## config.mk

```make
export PLATFORM = sky130hd
export DESIGN_NAME = decoder_256_pipe
export DESIGN_NICKNAME = d
export VERILOG_FILES = /design/src/rtl/decoder_256_pipe.sv
export SDC_FILE = /design/constraint.sdc
export NUM_CORES = 1
export LEC_CHECK = 0
export ABC_AREA = 1
export BUFFER_PORTS_ARGS = -buffer_cell sky130_fd_sc_hd__buf_2
export CORE_ASPECT_RATIO = 0.75
export CORE_MARGIN = 1.5
export CORE_UTILIZATION = 40
export CTS_CLUSTER_SIZE = 40
export DETAILED_ROUTE_END_ITERATION = 10
export GPL_TIMING_DRIVEN = 1
export SLEW_MARGIN = 20
export SYNTH_ARGS = -nofsm -noshare
export SYNTH_HDL_FRONTEND = slang
export SYNTH_SLANG_ARGS = --single-unit
```

## constraint.sdc

```tcl
create_clock -name clk -period 2 [get_ports clk]
set_input_delay 0.4 -clock clk [delete_from_list [all_inputs] [get_ports clk]]
set_output_delay 0.4 -clock clk [all_outputs]
set_load 0.01 [all_outputs]
```

## src/rtl/decoder_256_pipe.sv

```systemverilog
// 8-to-256 one-hot decoder with a registered valid/ready output stage
// and a self-sweep scan mode that emits every index 0..255 in order.
module decoder_256_pipe #(
  parameter int SCAN_EN = 1
) (
  input  logic         clk,
  input  logic         rst,
  input  logic [7:0]   code,
  input  logic         code_valid,
  output logic         code_ready,
  input  logic         scan_start,
  output logic [255:0] out,
  output logic         out_valid,
  input  logic         out_ready,
  output logic         busy,
  output logic         scan_done
);

  typedef enum logic {
    IDLE = 1'b0,
    SCAN = 1'b1
  } state_e;

  state_e       state_q, state_d;
  logic [7:0]   cnt_q, cnt_d;
  logic [255:0] out_q, out_d;
  logic         out_valid_q, out_valid_d;
  logic         last_q, last_d;
  logic         done_q, done_d;

  logic scan_go;
  logic in_xfer;
  logic out_xfer;

  assign scan_go  = scan_start && (SCAN_EN != 0);
  assign out_xfer = out_valid_q && out_ready;
  assign in_xfer  = code_valid && code_ready;

  assign code_ready = (state_q == IDLE) && !scan_go
                   && (!out_valid_q || out_ready);

  assign out       = out_q;
  assign out_valid = out_valid_q;
  assign busy      = (state_q == SCAN);
  assign scan_done = done_q;

  // Next-state: drain/refill the output register and sequence the scan.
  // last_q marks that index 255 is already loaded, so the wrapped
  // counter never launches a second sweep.
  always_comb begin
    state_d     = state_q;
    cnt_d       = cnt_q;
    out_d       = out_q;
    out_valid_d = out_valid_q;
    last_d      = last_q;
    done_d      = 1'b0;

    if (out_xfer) begin
      out_d       = '0;
      out_valid_d = 1'b0;
    end

    unique case (state_q)
      IDLE: begin
        if (scan_go) begin
          state_d = SCAN;
          cnt_d   = 8'd0;
          last_d  = 1'b0;
        end else if (in_xfer) begin
          out_d       = 256'd1 << code;
          out_valid_d = 1'b1;
        end
      end
      SCAN: begin
        if (last_q) begin
          if (out_xfer) begin
            state_d = IDLE;
            last_d  = 1'b0;
            done_d  = 1'b1;
          end
        end else if (!out_valid_q || out_xfer) begin
          out_d       = 256'd1 << cnt_q;
          out_valid_d = 1'b1;
          cnt_d       = cnt_q + 8'd1;
          last_d      = (cnt_q == 8'hFF);
        end
      end
      default: state_d = IDLE;
    endcase
  end

  // State register with synchronous reset.
  always_ff @(posedge clk) begin
    if (rst) begin
      state_q     <= IDLE;
      cnt_q       <= 8'd0;
      out_q       <= '0;
      out_valid_q <= 1'b0;
      last_q      <= 1'b0;
      done_q      <= 1'b0;
    end else begin
      state_q     <= state_d;
      cnt_q       <= cnt_d;
      out_q       <= out_d;
      out_valid_q <= out_valid_d;
      last_q      <= last_d;
      done_q      <= done_d;
    end
  end

endmodule

```

Word level (Yosys, flattened, before mapping)
Index checks and enable logic that the tools add are counted.
{"block": "word_totals", "ff_bits": 268, "mem_count": 0, "input_bits": 13, "ram_bits": 0, "romBits": 0, "latchBits": 0}
{"block": "classes", "multipliers": 0, "div": 0, "n_eq_ne": 4, "n_reduce_logical": 10, "magnitude_cmp": 0, "n_addsub": 1, "shifts": 2, "bitwise": 2, "n_mux": 25}
{"op": "$mux 256", "n": 5}
{"op": "$pmux 256 s2", "n": 1}
{"op": "$shl 1x8->256 const A", "n": 2}
{"op": "$mux 8", "n": 3}
{"op": "$pmux 8 s2", "n": 1}
{"op": "$mux 1", "n": 12}
{"op": "$add 8x1->8 const B", "n": 1}
{"op": "$eq 8x8->1 const B", "n": 1}
{"op": "$pmux 1 s2", "n": 3}
{"op": "$logic_and 1x1->1", "n": 4}
{"op": "$ne 2x2->1 const B", "n": 2}
{"op": "$reduce_and 3->1", "n": 1}
{"op": "$reduce_or 3->1", "n": 1}
{"op": "$logic_not 1->1", "n": 2}
{"op": "$logic_or 1x1->1", "n": 2}
{"op": "$ne 2x1->1 const B", "n": 1}
{"op": "$not 1->1", "n": 2}

Depth between registers and ports, before layout
{"block": "depth", "depth_word": 7, "mapped_depth": 10, "mapped_depth_nobuf": 10}

Least setup slack after synthesis
Ideal clock, no wire load.
{"block": "synth_timing", "path_type": "register -> register", "from": "register out_valid_q (netlist: out_valid)", "to": "register out_q[203] (netlist: out[203])", "path_stages_with_launch": 10, "setup_time_ps": 132, "period_less_slack_ps": 1592, "t_arrival_ps": 1460, "path_slack_ps": 408, "cell_sequence": "dfxtp_1 inv_2 nor2_4 nor2_8 nand2_2 buf_2 clkbuf_1 nor2_1 a22oi_1 a21oi_1"}
{"block": "synth_via", "elab_chain_cells": 7}
{"item": "start: declaration", "line": "27", "source": "logic out_valid_q, out_valid_d;"}
{"item": "start signal: assignment", "line": "105", "source": "out_valid_q <= out_valid_d;"}
{"item": "$logic_not 1->1", "line": "40, 81"}
{"item": "$logic_or 1x1->1", "line": "40", "source": "&& (!out_valid_q || out_ready);"}
{"item": "$logic_and 1x1->1", "line": "40"}
{"item": "$logic_and 1x1->1", "line": "37", "source": "assign in_xfer = code_valid && code_ready;"}
{"item": "$mux 256", "line": "69", "source": "end else if (in_xfer) begin"}
{"item": "$mux 256", "line": "65", "source": "if (scan_go) begin"}
{"item": "$pmux 256 s2 *", "line": "63", "source": "unique case (state_q)"}
{"item": "end signal: assignment", "line": "104", "source": "out_q <= out_d;"}
{"item": "end: declaration", "line": "26", "source": "logic [255:0] out_q, out_d;"}
Every way passes the cells marked *; elsewhere a longest branch is shown, timed or not.
A chain may end at the register's enable or synchronous reset.

Final worst setup path
{"block": "layout_timing", "from": "register cnt_q[4]", "to": "register out_q[79] (netlist: out[79])"}
{"block": "layout_via", "elab_chain_cells": 4}
{"item": "start: declaration", "line": "25", "source": "logic [7:0] cnt_q, cnt_d;"}
{"item": "start signal: assignment", "line": "103", "source": "cnt_q <= cnt_d;"}
{"item": "$shl 1x8->256", "line": "82", "source": "out_d = 256'd1 << cnt_q;"}
{"item": "$mux 256", "line": "81", "source": "end else if (!out_valid_q || out_xfer) begin"}
{"item": "$mux 256", "line": "75", "source": "if (last_q) begin"}
{"item": "$pmux 256 s2", "line": "63"}
Every way passes these cells.

==> summary.md <==
| Metric | Value |
|---|---|
| Sequential cell area fraction in the yosys report | `30.2%` |
| Hold crit path type | `input port to flop` |
| Pre-CTS setup slack | `-35.9 ps` |
| P&R area growth vs syn | `26.4%` |
| Syn Area/Cell | `5.84 sq um` |
| Yosys cell types | `31` |
| Clk root buf | `clkbuf_16` |
| Post-detail-place hpwl | `65200 um` |
| Die H | `186 um` |
| Routed via count | `23633` |
| Initial core utilization | `40.8%` |
| GPL Wtd Cong | `0.981` |
| Global-route wire length before repair | `139000 um` |
| Crit path max-delay cell type | `dfxtp_1` |
| Post-CTS Setup Inserts | `0` |
| Failing checks | `setup timing` |
| Top cell type's share of synthesized area | `30.2%` |
| IO Pins | `273` |
| Fin crit share | `100%` |
| Largest net degree at the start of global routing | `147` |
| Leakage power | `9.43 nW` |
| IO buf count | `272` |
| Synthesized instance count | `3045` |
| Final Cell Area | `22500 sq um` |
| Netlist Area Pre-Place | `17800 sq um` |
| Number of remaining DRC errors | `0` |
| Critical Setup Path Class | `flop to flop` |
| Die width | `246 um` |
| Hold_buf cts | `0` |
| Multiplexer share of the synthesized area | `0%` |
| Max-cap violations | `0` |
| Layout cell share with drive strength beyond 1 | `19.4%` |
| Placed cell area | `21100 sq um` |
| Type of origin of the critical path | `flop` |
| Yosys top cell by area | `dfxtp_1` |
| Most used DFF post-synth | `dfxtp_1` |
| Routed WL per cell | `24.3 um` |
| Post-route antenna net violation count | `0` |
| Top cells by area, synth | `dfxtp_1, nand2_1, a21oi_1, nand3_1, nor2_1` |
| Num CTS Buffers | `34` |
| CORE AREA | `43600 sq um` |
| Peak supply drop | `0.000542 V` |
| Status | `complete, but fails checks` |
| Sink Count | `268` |
| Main combinational cell family by area after synthesis | `simple AND/OR/NAND/NOR gates` |
| Largest stage delay, worst path | `360 ps` |
| Crit-path cells | `inv_1 -> nand2_1 -> nor2_1 -> nand2_1 -> nor2_1 -> a22oi_1 -> a21oi_1` |
| Synth Area in Simple Gates | `37.2%` |
| GR Util All Layers | `40.3%` |
| Post-Synth Adder-Cell Area | `0.422%` |
| Slew of the pin with the lowest slew margin | `869 ps` |
| Pwr per Cell Area | `655 nW/um^2` |
| CTS tree | `done` |
| Synth Area in Compound Gates | `21.1%` |
| Warnings, synthesis | `0` |
| Final WL | `95400 um` |
| Nets | `3342` |
| Later-pin clock latency in the skew report | `540 ps` |
| Setup violators final | `2` |
| Fmax | `0.499 GHz` |
| Clock slew seen by the registers of the worst setup and hold paths | `60 ps` |
| CTS H-tree depth | `2` |
| Syn_nets | `3064` |
| Full die area | `45700 sq um` |
| Yosys reg bits | `268` |
| Fin Hold WS | `191 ps` |
| Fin cells | `3922` |
| Setup WS post-layout | `-2.71 ps` |
| RSZ-0062 raised after global routing | `true` |
| Number of global-route vias before repair | `21055` |
| 1st-iter DRT viols | `3435` |
| Dpl cells | `3864` |
| Final min period | `2000 ps` |
| Cell Rows | `66` |
| Max_slew headroom | `42.0%` |
| Vias per cell | `6.03` |
| Total grt overflow | `0` |
| Number of synthesized flops with an enable pin | `0` |
| Synth Area in XOR/XNOR | `0%` |
| WP data arrival | `2460 ps` |
| Initial antenna violation count | `3` |
| FFs w/ async S/R, synth | `0%` |
| Final Hold Viols | `0` |
| Overall Power | `14.7 mW` |
| Critical Path End Type | `flop` |
| CP required | `2450 ps` |
| CP Max Fanout | `10` |
| Clock buffer depth | `3` |
| Final Skew | `15.1 ps` |
| Slew Viols, Final | `0` |
| DRT Pass-1 Iters | `6` |
==> stage by stage <==
step / utilization, % / TNS [ps]
after floorplan: - / 0
after global placement: 48.5 / -56.5
after detailed placement: 48.5 / -63.5
after CTS: 51.2 / 0
after global routing: 51.5 / -809
final: 51.5 / -3.46
==> routing by layer <==
| metal | vias up | wire length [um] | track usage (%) |
|---|---|---|---|
| met4 | 4 | 3650 | 14.4 |
| met5 | - | 26 | 0 |
| met1 | 11086 | 39400 | 56.5 |
| met2 | 1672 | 39500 | 58.2 |
| met3 | 249 | 12800 | 11.6 |
| li1 | 10622 | - | - |
==> cell type report <==
type | count | area (sq um)
Multi-Input combinational cell | 2301 | 10700
Clock inverter | 1 | 30.0
Sequential cell | 268 | 5370
Tap cell | 578 | 723
Timing Repair Buffer | 525 | 3890
Clock buffer | 55 | 1070
Antenna cell | 1 | 2.50
Inverter | 193 | 737
Fill cell | 4593 | 21100
==> power by group <==
part           switching (mW)  total [mW]  internal, mW
Sequential              0.184        5.72          5.54
Clock                    2.61        6.38          3.78
Combinational            1.80        2.61         0.811
==> path summary, 6_finish.rpt <==
| check | startpoint | to | slack [ps] | cells past startpoint |
|---|---|---|---|---|
| max | cnt_q[4] | out[79] | -3 | 7 |
| min | scan_start | last_q | 190 | 4 |
| min reg2reg | last_q | last_q | 590 | 2 |
| max reg2reg | cnt_q[4] | out[79] | -3 | 7 |
==> timing repair <==
action | 4_1_cts | 5_1_grt
setup endpoints to repair | 9 | 108
gates cloned | 1 | 0
gates resized for setup | 7 | 51
pin swaps | 0 | 1
==> critical path, delay by kind of cell, from the launching register on <==
kind                   cells  cell delay (ps)
and+or+nand+nor            4              920
DFF                        1              360
AOI/OAI and AO/OA          2              290
buffers and inverters      1              360
==> placed cells by master (no fill, tap or decap), types with 2 or more instances in the layout <==
cell and n:
a211oi_1 2, a21oi_1 514, a22oi_1 43, a31oi_1 42, and3_1 2, buf_12 46, buf_2 270, buf_4 207
clkbuf_1 10, clkbuf_16 37, clkbuf_8 8, clkinv_1 2, clkinv_2 2, dfxtp_1 267, ha_1 3, ha_2 3
inv_1 181, inv_2 6, nand2_1 710, nand2_2 11, nand2_4 2, nand3_1 348, nand3_2 4, nand4_1 28
nor2_1 378, nor2_2 21, nor2_4 7, nor3_1 51, nor3_2 14, nor4_1 3, o211ai_1 3, o21ai_0 97
o21ai_1 8, o22ai_1 2
==> state kept, by name, summed over array words and instances (netlist names) <==
name	cells
out_valid	1
last_q	1
cnt_q	8
scan_done	1
busy	1
out	256
==> synth_stat cells (3+ instances only) <==
cell	instances
nand4_1	28
nor2_1	396
nor4_1	3
buf_2	71
ha_1	6
a22oi_1	43
inv_1	184
inv_2	7
a21oi_1	515
nand2_1	722
o21ai_0	99
buf_4	21
a31oi_1	42
o211ai_1	3
o21ai_1	6
buf_1	35
nor2_2	6
clkbuf_1	153
buf_6	3
nor3_1	66
dfxtp_1	268
nor2_4	4
nand3_1	352
==> logic make-up (layout without fill, tap and decap cells) <==
group,count (synthesis),in the layout
AO/OA/AOI/OAI,713,713
adder cells (fa/ha/maj),6,6
buffers and inverters,476,774
flip-flops,268,268
other,0,1
AND/OR/NAND/NOR,1582,1582
No activity file was read; power rests on OpenSTA's default activity.
